`config.mk`:
```
export PLATFORM = sky130hd
export DESIGN_NAME = urng_taus48_flat
export DESIGN_NICKNAME = d
export VERILOG_FILES = /design/src/rtl/urng_taus48_if.sv /design/src/rtl/urng_taus48.sv /design/src/flat_wrapper.sv
export SDC_FILE = /design/constraint.sdc
export NUM_CORES = 1
export LEC_CHECK = 0
export CORE_MARGIN = 4
export CORE_UTILIZATION = 40
export CTS_BUF_LIST = sky130_fd_sc_hd__clkbuf_16
export DETAILED_ROUTE_END_ITERATION = 10
export SLEW_MARGIN = 20
export SYNTH_ARGS = -nofsm -noshare
export SYNTH_HDL_FRONTEND = slang
export SYNTH_SLANG_ARGS = --single-unit
```
`constraint.sdc`:
```
create_clock -name clk -period 9.4 [get_ports clk]
set_clock_uncertainty 0.15 [all_clocks]
set_input_delay 0.94 -clock clk [delete_from_list [all_inputs] [get_ports clk]]
set_output_delay 0.94 -clock clk [all_outputs]
set_load 0.05 [all_outputs]
```
`src/rtl/urng_taus48_if.sv`:
```
// Sample/seed channel of the taus88 uniform source: the generator drives the
// sample side, the consumer drives the seed and ready side.
interface urng_taus48_if;
    logic        seed_load;
    logic [95:0] seed_in;
    logic        seed_err;
    logic [47:0] u0;
    logic [15:0] u1;
    logic        out_valid;
    logic        out_ready;
    logic [31:0] sample_cnt;

    modport master (
        input  seed_load, seed_in, out_ready,
        output seed_err, u0, u1, out_valid, sample_cnt
    );

    modport slave (
        output seed_load, seed_in, out_ready,
        input  seed_err, u0, u1, out_valid, sample_cnt
    );
endinterface

```
`src/rtl/urng_taus48.sv`:
```
// Combined three-component Tausworthe (taus88) uniform source: two 32-bit words
// per sample, packed into {u0[47:0], u1[15:0]}, delivered over valid/ready.
module urng_taus48 #(
    parameter logic [31:0] SEED0 = 32'd12345,
    parameter logic [31:0] SEED1 = 32'd67890,
    parameter logic [31:0] SEED2 = 32'd13579
) (
    input logic           clk,
    input logic           rst,
    urng_taus48_if.master urng_if
);

    typedef enum logic [1:0] {GEN_A, GEN_B, HOLD} state_e;

    state_e      state_q;
    logic [31:0] s0_q, s1_q, s2_q;
    logic [31:0] word_a_q;
    logic [47:0] u0_q;
    logic [15:0] u1_q;
    logic        valid_q;
    logic        seed_err_q;
    logic [31:0] sample_cnt_q;

    logic [31:0] b0, b1, b2;
    logic [31:0] s0_d, s1_d, s2_d, word_d;
    logic [31:0] ld_s0, ld_s1, ld_s2;
    logic        ld_err;

    // One taus88 step; shifts drop bits past 32 by construction of the widths.
    assign b0     = ((s0_q << 13) ^ s0_q) >> 19;
    assign s0_d   = ((s0_q & 32'hFFFF_FFFE) << 12) ^ b0;
    assign b1     = ((s1_q << 2) ^ s1_q) >> 25;
    assign s1_d   = ((s1_q & 32'hFFFF_FFF8) << 4) ^ b1;
    assign b2     = ((s2_q << 3) ^ s2_q) >> 11;
    assign s2_d   = ((s2_q & 32'hFFFF_FFF0) << 17) ^ b2;
    assign word_d = s0_d ^ s1_d ^ s2_d;

    // Components below their minimum would collapse the generator to a fixed point.
    assign ld_s0  = (urng_if.seed_in[31:0]  < 32'd2)  ? SEED0 : urng_if.seed_in[31:0];
    assign ld_s1  = (urng_if.seed_in[63:32] < 32'd8)  ? SEED1 : urng_if.seed_in[63:32];
    assign ld_s2  = (urng_if.seed_in[95:64] < 32'd16) ? SEED2 : urng_if.seed_in[95:64];
    assign ld_err = (urng_if.seed_in[31:0] < 32'd2) || (urng_if.seed_in[63:32] < 32'd8) ||
                    (urng_if.seed_in[95:64] < 32'd16);

    // NOTE: all state below uses non-blocking assignments so every register
    // samples pre-edge values; blocking here would create order-dependent races.
    always_ff @(posedge clk or posedge rst) begin
        if (rst) begin
            state_q      <= GEN_A;
            s0_q         <= SEED0;
            s1_q         <= SEED1;
            s2_q         <= SEED2;
            word_a_q     <= '0;
            u0_q         <= '0;
            u1_q         <= '0;
            valid_q      <= 1'b0;
            seed_err_q   <= 1'b0;
            sample_cnt_q <= '0;
        end else begin
            seed_err_q <= 1'b0;
            // A seed load wins over everything, including a transfer in HOLD.
            if (urng_if.seed_load) begin
                s0_q       <= ld_s0;
                s1_q       <= ld_s1;
                s2_q       <= ld_s2;
                valid_q    <= 1'b0;
                seed_err_q <= ld_err;
                state_q    <= GEN_A;
            end else begin
                unique case (state_q)
                    GEN_A: begin
                        s0_q     <= s0_d;
                        s1_q     <= s1_d;
                        s2_q     <= s2_d;
                        word_a_q <= word_d;
                        state_q  <= GEN_B;
                    end
                    GEN_B: begin
                        s0_q    <= s0_d;
                        s1_q    <= s1_d;
                        s2_q    <= s2_d;
                        u0_q    <= {word_a_q, word_d[31:16]};
                        u1_q    <= word_d[15:0];
                        valid_q <= 1'b1;
                        state_q <= HOLD;
                    end
                    HOLD: begin
                        if (urng_if.out_ready) begin
                            valid_q      <= 1'b0;
                            sample_cnt_q <= sample_cnt_q + 32'd1;
                            state_q      <= GEN_A;
                        end
                    end
                    default: state_q <= GEN_A;
                endcase
            end
        end
    end

    assign urng_if.u0         = u0_q;
    assign urng_if.u1         = u1_q;
    assign urng_if.out_valid  = valid_q;
    assign urng_if.seed_err   = seed_err_q;
    assign urng_if.sample_cnt = sample_cnt_q;

endmodule

```
`src/flat_wrapper.sv`:
```
// flat-port wrapper written by rule: the top's interface ports become plain ports
module urng_taus48_flat 
#(
    parameter logic [31:0] SEED0 = 32'd12345,
    parameter logic [31:0] SEED1 = 32'd67890,
    parameter logic [31:0] SEED2 = 32'd13579
)
  (clk, rst, urng_if_seed_load, urng_if_seed_in, urng_if_out_ready, urng_if_seed_err, urng_if_u0, urng_if_u1, urng_if_out_valid, urng_if_sample_cnt);
  urng_taus48_if urng_if_i ();
  input logic clk;
  input logic rst;
  input wire logic [$bits(urng_if_i.seed_load)-1:0] urng_if_seed_load;
  input wire logic [$bits(urng_if_i.seed_in)-1:0] urng_if_seed_in;
  input wire logic [$bits(urng_if_i.out_ready)-1:0] urng_if_out_ready;
  output wire logic [$bits(urng_if_i.seed_err)-1:0] urng_if_seed_err;
  output wire logic [$bits(urng_if_i.u0)-1:0] urng_if_u0;
  output wire logic [$bits(urng_if_i.u1)-1:0] urng_if_u1;
  output wire logic [$bits(urng_if_i.out_valid)-1:0] urng_if_out_valid;
  output wire logic [$bits(urng_if_i.sample_cnt)-1:0] urng_if_sample_cnt;
  assign urng_if_i.seed_load = urng_if_seed_load;
  assign urng_if_i.seed_in = urng_if_seed_in;
  assign urng_if_i.out_ready = urng_if_out_ready;
  assign urng_if_seed_err = urng_if_i.seed_err;
  assign urng_if_u0 = urng_if_i.u0;
  assign urng_if_u1 = urng_if_i.u1;
  assign urng_if_out_valid = urng_if_i.out_valid;
  assign urng_if_sample_cnt = urng_if_i.sample_cnt;
  urng_taus48 #(.SEED0(SEED0), .SEED1(SEED1), .SEED2(SEED2)) u_core (.clk(clk), .rst(rst), .urng_if(urng_if_i));
endmodule
```
# After elaboration in Yosys (flattened, before gate mapping)
# Index checks and enable logic that the tools add are counted.
[word_totals]
reg_bits = 228
latch_bits = 0
ramBits = 0
romBits = 0
inputBits = 100
out_inout_bits = 98
word_cells = 52
mem_count = 0
[classes]
add_sub_neg = 1
multipliers = 0
div = 0
order_cmp = 3
eq_ne = 3
shift = 0
mux = 16
n_bitwise = 9
reduce_logical = 10
[op_table]
columns = ["cell", "n"]
rows = [
  ["$mux W32", 9],
  ["$xor A32 B32 Y32", 5],
  ["$add A32 B1 Y32 const B", 1],
  ["$lt A32 B2 Y1 const B", 1],
  ["$lt A32 B4 Y1 const B", 1],
  ["$lt A32 B5 Y1 const B", 1],
  ["$xor A32 B13 Y32", 1],
  ["$xor A32 B21 Y32", 1],
  ["$xor A32 B7 Y32", 1],
  ["$pmux W2 S3", 1],
  ["$reduce_and A2 Y1", 3],
  ["$mux W2", 2],
  ["$mux W1", 3],
  ["$ne A3 B3 Y1 const B", 1],
  ["$reduce_and A3 Y1", 1],
  ["$reduce_bool A3 Y1", 1],
  ["$eq A2 B1 Y1 const B", 1],
  ["$eq A2 B2 Y1 const B", 1],
  ["$logic_not A2 Y1", 1],
  ["$logic_or A1 B1 Y1", 2],
  ["$pmux W1 S2", 1],
  ["$reduce_bool A2 Y1", 1],
  ["$reduce_or A2 Y1", 1],
  ["$not A1 Y1", 1],
]

# Depth between registers and ports, before layout
# Gate-level depths: netlist (run 1).
[depth]
depth_word = 4
ltp_mapped = 7
ltp_nobuf = 5

# Worst setup path after synthesis (run 1)
# OpenSTA, ideal clock, no wires.
[synth_path]
path_type = "input -> register"
from = "in urng_if_seed_in[12]"
to = "reg u_core.s0_q[12]"
setup_ns = 0.082
arrival_ns = 2.008
required_ns = 9.168
slack_ns = 7.160
stages = 4
path_cell_list = "or4_1 > nor4_2 > nand4_1 > a22oi_1"
[synth_via]
elab_chain_len = 3
[synth_rtl]
columns = ["item", "line", "source"]
rows = [
  ["start: declaration", "flat_wrapper.sv:13", "input wire logic [$bits(urng_if_i.seed_in)-1:0] urng_if_seed_in;"],
  ["$lt A32 B2 Y1", "urng_taus48.sv:39", "assign ld_s0 = (urng_if.seed_in[31:0] < 32'd2) ? SEED0 : urng_if.seed_in[31:0];"],
  ["$mux W32 (*)", "urng_taus48.sv:39", ""],
  ["$mux W32 (*)", "urng_taus48.sv:62", "if (urng_if.seed_load) begin"],
  ["end signal: assignment", "urng_taus48.sv:63", "s0_q <= ld_s0;"],
  ["end: declaration", "urng_taus48.sv:16", "logic [31:0] s0_q, s1_q, s2_q;"],
]
# Every way passes the cells marked *; elsewhere a longest branch is shown, timed or not.
# A chain may end at the register's enable or synchronous reset.

# Worst setup path in the final report (run 1)
[layout_path]
from = "reg u_core.sample_cnt_q[8] (netlist: u_core.urng_if.sample_cnt[8])"
to = "out urng_if_sample_cnt[8]"
[layout_rtl]
columns = ["item", "line", "source"]
rows = [
  ["start: declaration", "urng_taus48.sv:22", "logic [31:0] sample_cnt_q;"],
  ["start signal: assignment", "urng_taus48.sv:90", "sample_cnt_q <= sample_cnt_q + 32'd1;"],
  ["end: declaration", "flat_wrapper.sv:19", "output wire logic [$bits(urng_if_i.sample_cnt)-1:0] urng_if_sample_cnt;"],
]
# No word-level cell between the ends.

==> results of run 1 <==
==> state kept, by name, indices dropped and copies added (netlist names), 2 cells and up <==
signal / cells
u_core.urng_if.u0: 48
u_core.word_a_q: 32
u_core.urng_if.u1: 16
u_core.state_q: 2
u_core.s2_q: 28
u_core.s1_q: 29
u_core.urng_if.sample_cnt: 32
u_core.s0_q: 31
==> cell type report <==
| type | instances | area, sq um | area share |
|---|---|---|---|
| clock buffers | 25 | 625.6 | 0.04728 |
| clock inverters | 20 | 191.4 | 0.01447 |
| inverters | 10 | 45.04 | 0.003404 |
| multi-input cells | 728 | 4487 | 0.3391 |
| flip-flops and latches | 220 | 5524 | 0.4175 |
| well taps | 330 | 412.9 | 0.03121 |
| repair buffers | 196 | 1946 | 0.1470 |
==> worst max path at each step <==
stage | cells past startpoint | to | slack (ns)
3_3_place_gp | 3 | u_core.urng_if.sample_cnt[6] | 6.27
4_1_cts | 1 | urng_if_sample_cnt[8] | 6.45
6_report | 1 | urng_if_sample_cnt[8] | 6.47
3_5_place_dp | 3 | u_core.urng_if.sample_cnt[5] | 6.26
2_1_floorplan | 1 | u_core.s0_q[10] | 2.31
5_1_grt | 5 | u_core.urng_if.u0[7] | 6.30
==> metrics by stage <==
step | instance area [sq um] | power [mW]
6_report | 13230 | 3.791
5_1_grt | 13230 | 3.973
4_1_cts | 13230 | 3.826
3_5_place_dp | 12410 | 2.841
3_3_place_gp | 12410 | 2.818
2_1_floorplan | 10290 | 2.297
==> per-layer routing <==
layer / vias to the layer above / track usage / routed length, um
li1: 3772 / - / -
met1: 3742 / 0.2951 / 13700
met2: 223 / 0.3155 / 13160
met3: 36 / 0.03123 / 1482
met4: 0 / 0.04552 / 607
met5: - / 0 / 0
==> layout by cell type (no fill, tap or decap), types with 2 or more instances in the layout <==
| cell type | count |
|---|---|
| xor2_1 | 31 |
| and4_1 | 7 |
| clkbuf_16 | 25 |
| clkdlybuf4s50_1 | 188 |
| nand3_1 | 16 |
| a2bb2oi_1 | 9 |
| a21o_1 | 14 |
| mux2i_1 | 66 |
| a21oi_1 | 5 |
| buf_4 | 7 |
| inv_1 | 9 |
| clkinv_2 | 9 |
| xnor2_1 | 105 |
| nor3_1 | 4 |
| nor4_1 | 20 |
| dfrtp_1 | 205 |
| nor2_1 | 8 |
| o211a_1 | 14 |
| nand2_1 | 252 |
| nand2b_1 | 3 |
| o21ai_1 | 3 |
| clkinv_1 | 6 |
| and3_1 | 2 |
| or2_2 | 3 |
| a31oi_1 | 5 |
| nand4_1 | 16 |
| and2_1 | 4 |
| nor4_4 | 2 |
| bufinv_16 | 4 |
| dfstp_2 | 14 |
| o21ai_0 | 128 |
==> power groups by stage <==
| stage | logic [mW] | registers (mW) | clock network [mW] |
|---|---|---|---|
| global placement | 1.40 | 1.42 | 0 |
| detailed placement | 1.42 | 1.43 | 0 |
| finish | 1.40 | 1.41 | 0.979 |
| global route | 1.50 | 1.44 | 1.03 |
| CTS | 1.42 | 1.41 | 0.999 |
| floorplan | 0.469 | 1.83 | 0 |
==> cell families after synthesis <==
kind of cell | share of synthesized area
simple gates | 0.1524
flops | 0.5365
compound gates | 0.1021
xor+xnor | 0.1157
buf+inv | 0.02783
mux | 0.06418
fa+ha+maj | 0.001215
==> Yosys cell counts, drive strengths merged, types with 16 or more instances <==
cell	count	area (sq um)
nand2	253	949.7
dfrtp	206	5155
o21ai	131	655.6
xnor2	105	919.6
mux2i	66	660.6
clkbuf	37	138.9
xor2	31	271.5
nor4	23	180.2
buf	22	110.1
nand4	17	112.6
nand3	16	80.08
==> impl_metrics.yaml, run 1 <==
pwr:
  p_sw_frac: 0.3942
  p_sw_mw: 1.495
  combPwrFrac: 0.370
  seqPwrFrac: 0.371
  power.internal_mw: 2.296
  vdd_drop_max_mv: 0.2463
  p_leak_nw: 5.816
  p_per_area_nw_per_um2: 286.5
  clockPowerShare: 0.258
outcome:
  status: "completed"
logic_synthesis:
  synth_nets: 1118
  syn_area_sq_um: 10290
  syn_avg_cell_area_sq_um: 10.12
  syn_inst: 1017
  dominantRegCellSynth: "dfrtp_1"
  synth_edf_count: 0
  ys_types: 41
  synth-seq-cells: 220
  ys_seq_area_frac: 0.5365
  synthArstFlopShare: 1.000
  yosys_warnings: 0
timing:
  fmaxAchievable_ghz: 0.3408
  worst_slack_ns: 6.466
  max_slew_margin: 0.2684
  min_period_ns: 2.934
  finalSetupViolCount: 0
  tightest_slew_ns: 1.097
  min_period_over_period: 0.3122
  maxSlewViolCount: 0
  setup-tns-final_ns: 0
  whs_ns: 0.3119
  rsz0062_at_grt: "no"
  finalHoldViolCount: 0
clock_tree:
  htreeDepth: 1
  cts.root.buffer_cell: "clkbuf_16"
  post_cts_buffers: 0
  cts.sinks: 220
  ctsHoldBuffers: 0
  clock_latency_ns: 0.51
  clk_pin_slew_ns: 0.06
  post_cts_resize_count: 0
  cts_made_buffers: 25
  cts_tree: "built"
  clockBufferDepth: 3
floorplanning:
  coreArea_sq_um: 25250
  die_y_um: 168.4
  ios: 198
  die-area_sq_um: 28370
  core.rowCount: 58
  die_x_um: 168.4
  initial_utilization: 0.4076
setup_path:
  cp_max_fo: 7
  r2r_start: "u_core.state_q[1]"
  worst-path-buf-inv: 1
  cp_data_arrival_time_ns: 1.84
  slowest_stage: "clkdlybuf4s50_1"
  required_ns: 8.31
  r2r_setup_slack_ns: 6.54
  path_cells: "clkdlybuf4s50_1"
  cp-end-kind: "output port"
  r2r_end: "u_core.urng_if.u0[10]"
  r2r_cells: 5
  critPathMaxStageDelay_ns: 0.87
  crit_path_start_kind: "flip-flop"
  crit_start: "u_core.urng_if.sample_cnt[8]"
  crit_family: "buffers and inverters"
  crit_type: "flip-flop to output port"
detailed_routing:
  num_vias: 7773
  routedWlPerCell_um: 18.94
  routed_wl_um: 28950
  ant_nets: 0
  drt_pre_antenna_iters: 5
  via_per_inst: 5.084
  drt-initial-drc-count: 641
  drc: 0
global_route:
  grtUsageTotal: 0.2008
  grt.overflow.total: 0
  grt_pass1_vias: 7843
  antenna_found_initial: 0
  grt_max_degree: 122
  grt_pass1_wl_um: 45110
final_layout:
  nets: 1282
  instances_no_fill: 1529
  drive_above_1_share: 0.06088
  antenna-diode-count: 0
  area_growth_pct: 28.54
  finish.utilization: 0.5239
  fill_cells: 2321
placed_design:
  dp_cells: 1484
  port-buffer-count: 189
  hpwl_um: 21140
  place_ws_ns: 6.264
  gp_congestion: 0.8725
worst_hold_path:
  min_to: "u_core.urng_if.u0[43]"
  hp-class: "flip-flop to flip-flop"
  hold_depth: 2
  hp-start: "u_core.word_a_q[27]"
flow_run:
  cap_violations: 0
(Power assumes the default switching activity.)
==> run 2: changes to the inputs <==
clock period = 2.75 ns   (was 9.4 ns; I/O delays follow)
==> impl_metrics.yaml, run 2 (synthesized netlist as in run 1, its figures left out) <==
setup_path:
  cp_data_arrival_time_ns: 1.84
  r2r_cells: 5
  cp-end-kind: "output port"
  crit_path_start_kind: "flip-flop"
  cp_max_fo: 7
  slowest_stage: "clkdlybuf4s50_1"
  r2r_start: "u_core.state_q[1]"
  critPathMaxStageDelay_ns: 0.86
  worst-path-buf-inv: 1
  path_depth: 1
  r2r_end: "u_core.urng_if.u1[3]"
  required_ns: 2.33
  path_cells: "clkdlybuf4s50_1"
  crit_family: "buffers and inverters"
  r2r_setup_slack_ns: 0.75
  crit_type: "flip-flop to output port"
timing:
  setup-tns-final_ns: 0
  rsz0062_at_grt: "no"
  max_slew_margin: 0.5442
  maxSlewViolCount: 0
  fmaxAchievable_ghz: 0.4423
  whs_ns: 0.02910
  finalHoldViolCount: 0
  finalSetupViolCount: 0
  min_period_over_period: 0.8221
  tightest_slew_ns: 0.6837
  min_period_ns: 2.261
global_route:
  grt_max_degree: 120
  grtUsageTotal: 0.1994
  grt_pass1_wl_um: 44790
  antenna_found_initial: 0
  grt.overflow.total: 0
  grt_pass1_vias: 7796
detailed_routing:
  ant_nets: 0
  drt-initial-drc-count: 573
  drt_pre_antenna_iters: 5
  wl_met1_um: 13370
  top_layer_used: "met4"
  drc: 0
  num_vias: 7802
  wl_met3_um: 1482
  wl_met2_um: 12970
  routedWlPerCell_um: 18.60
  via_per_inst: 5.070
  routed_wl_um: 28630
placed_design:
  place_area_sq_um: 12530
  gp_congestion: 0.8852
  hpwl_um: 21400
  port-buffer-count: 189
floorplanning:
  ios: 198
  coreArea_sq_um: 25250
  die_y_um: 168.4
  die-area_sq_um: 28370
  initial_utilization: 0.4076
  core.rowCount: 58
  die_x_um: 168.4
final_layout:
  finish.utilization: 0.5311
  drive_above_1_share: 0.06617
  area_growth_pct: 30.30
  finalInstanceArea_sq_um: 13410
  largest_register_ff_count: 48
  fill_cells: 2332
  antenna-diode-count: 0
  nets: 1291
  layout_common_cells: "nand2_1 (252), dfrtp_1 (205), clkdlybuf4s50_1 (188), o21ai_0 (128), xnor2_1 (105)"
  final_common_cell: "nand2_1"
clock_tree:
  post_cts_buffers: 0
  cts_made_buffers: 25
  cts_tree: "built"
  htreeDepth: 1
  cts.root.buffer_cell: "clkbuf_16"
  cts.sinks: 220
  clockBufferDepth: 3
  clock_latency_ns: 0.52
  clk_pin_slew_ns: 0.06
  ctsHoldBuffers: 1
  post_cts_resize_count: 0
pwr:
  power_mw: 13.17
  p_per_area_nw_per_um2: 981.7
  vdd_drop_max_mv: 0.6968
  power.internal_mw: 8.058
  combPwrFrac: 0.366
  p_sw_frac: 0.3881
  seqPwrFrac: 0.366
  p_leak_nw: 5.902
  p_sw_mw: 5.110
  clockPowerShare: 0.268
flow_run:
  cap_violations: 0
worst_hold_path:
  hp-class: "input pin to async pin"
outcome:
  status: "completed"
-- run 2: cell type report --
cell class / count / area, sq um / share of cell area
clock buffers: 25 / 625.6 / 0.04664
clock inverters: 21 / 247.7 / 0.01847
inverters: 10 / 41.29 / 0.003078
multi-input cells: 728 / 4487 / 0.3345
flip-flops and latches: 220 / 5524 / 0.4118
well taps: 330 / 412.9 / 0.03078
repair buffers: 205 / 2074 / 0.1547
-- run 2: per-stage QoR --
| stage | instances | worst slack (ns) |
|---|---|---|
| after floorplan | 1017 | -0.5316 |
| after global placement | 1492 | 0.4033 |
| after detailed placement | 1492 | 0.3583 |
| after CTS | 1539 | 0.4665 |
| after global routing | 1539 | 0.4066 |
| final | 1539 | 0.4892 |
-- run 2: power by group through the flow --
stage	clock, mW	sequential [mW]	combinational [mW]
6_report	3.53	4.82	4.82
2_1_floorplan	0	6.25	1.60
4_1_cts	3.60	4.82	4.86
3_3_place_gp	0	4.85	4.79
5_1_grt	3.75	4.95	5.14
3_5_place_dp	0	4.88	4.85
-- run 2: how the worst max path moves through the flow --
stage | slack, ns | to | from
detailed placement | 0.36 | u_core.s0_q[4] | urng_if_seed_in[12]
global placement | 0.40 | u_core.s0_q[4] | urng_if_seed_in[12]
floorplan | -0.53 | u_core.s0_q[10] | rst
finish | 0.49 | urng_if_sample_cnt[8] | u_core.urng_if.sample_cnt[8]
CTS | 0.47 | urng_if_sample_cnt[8] | u_core.urng_if.sample_cnt[8]
global route | 0.41 | urng_if_sample_cnt[8] | u_core.urng_if.sample_cnt[8]
-- run 2: tightest hold or removal path: stages --
cell and delay [ns]:
clkdlybuf4s50_1 0.44, clkinvlp_4 0.14, buf_4 0.19
-- run 2: routing by layer --
layer  up-vias  global-route usage
li1       3798                   -
met1      3747              0.2912
met2       210              0.3090
met3        47             0.03076
met4         0             0.05857
met5         -                   0
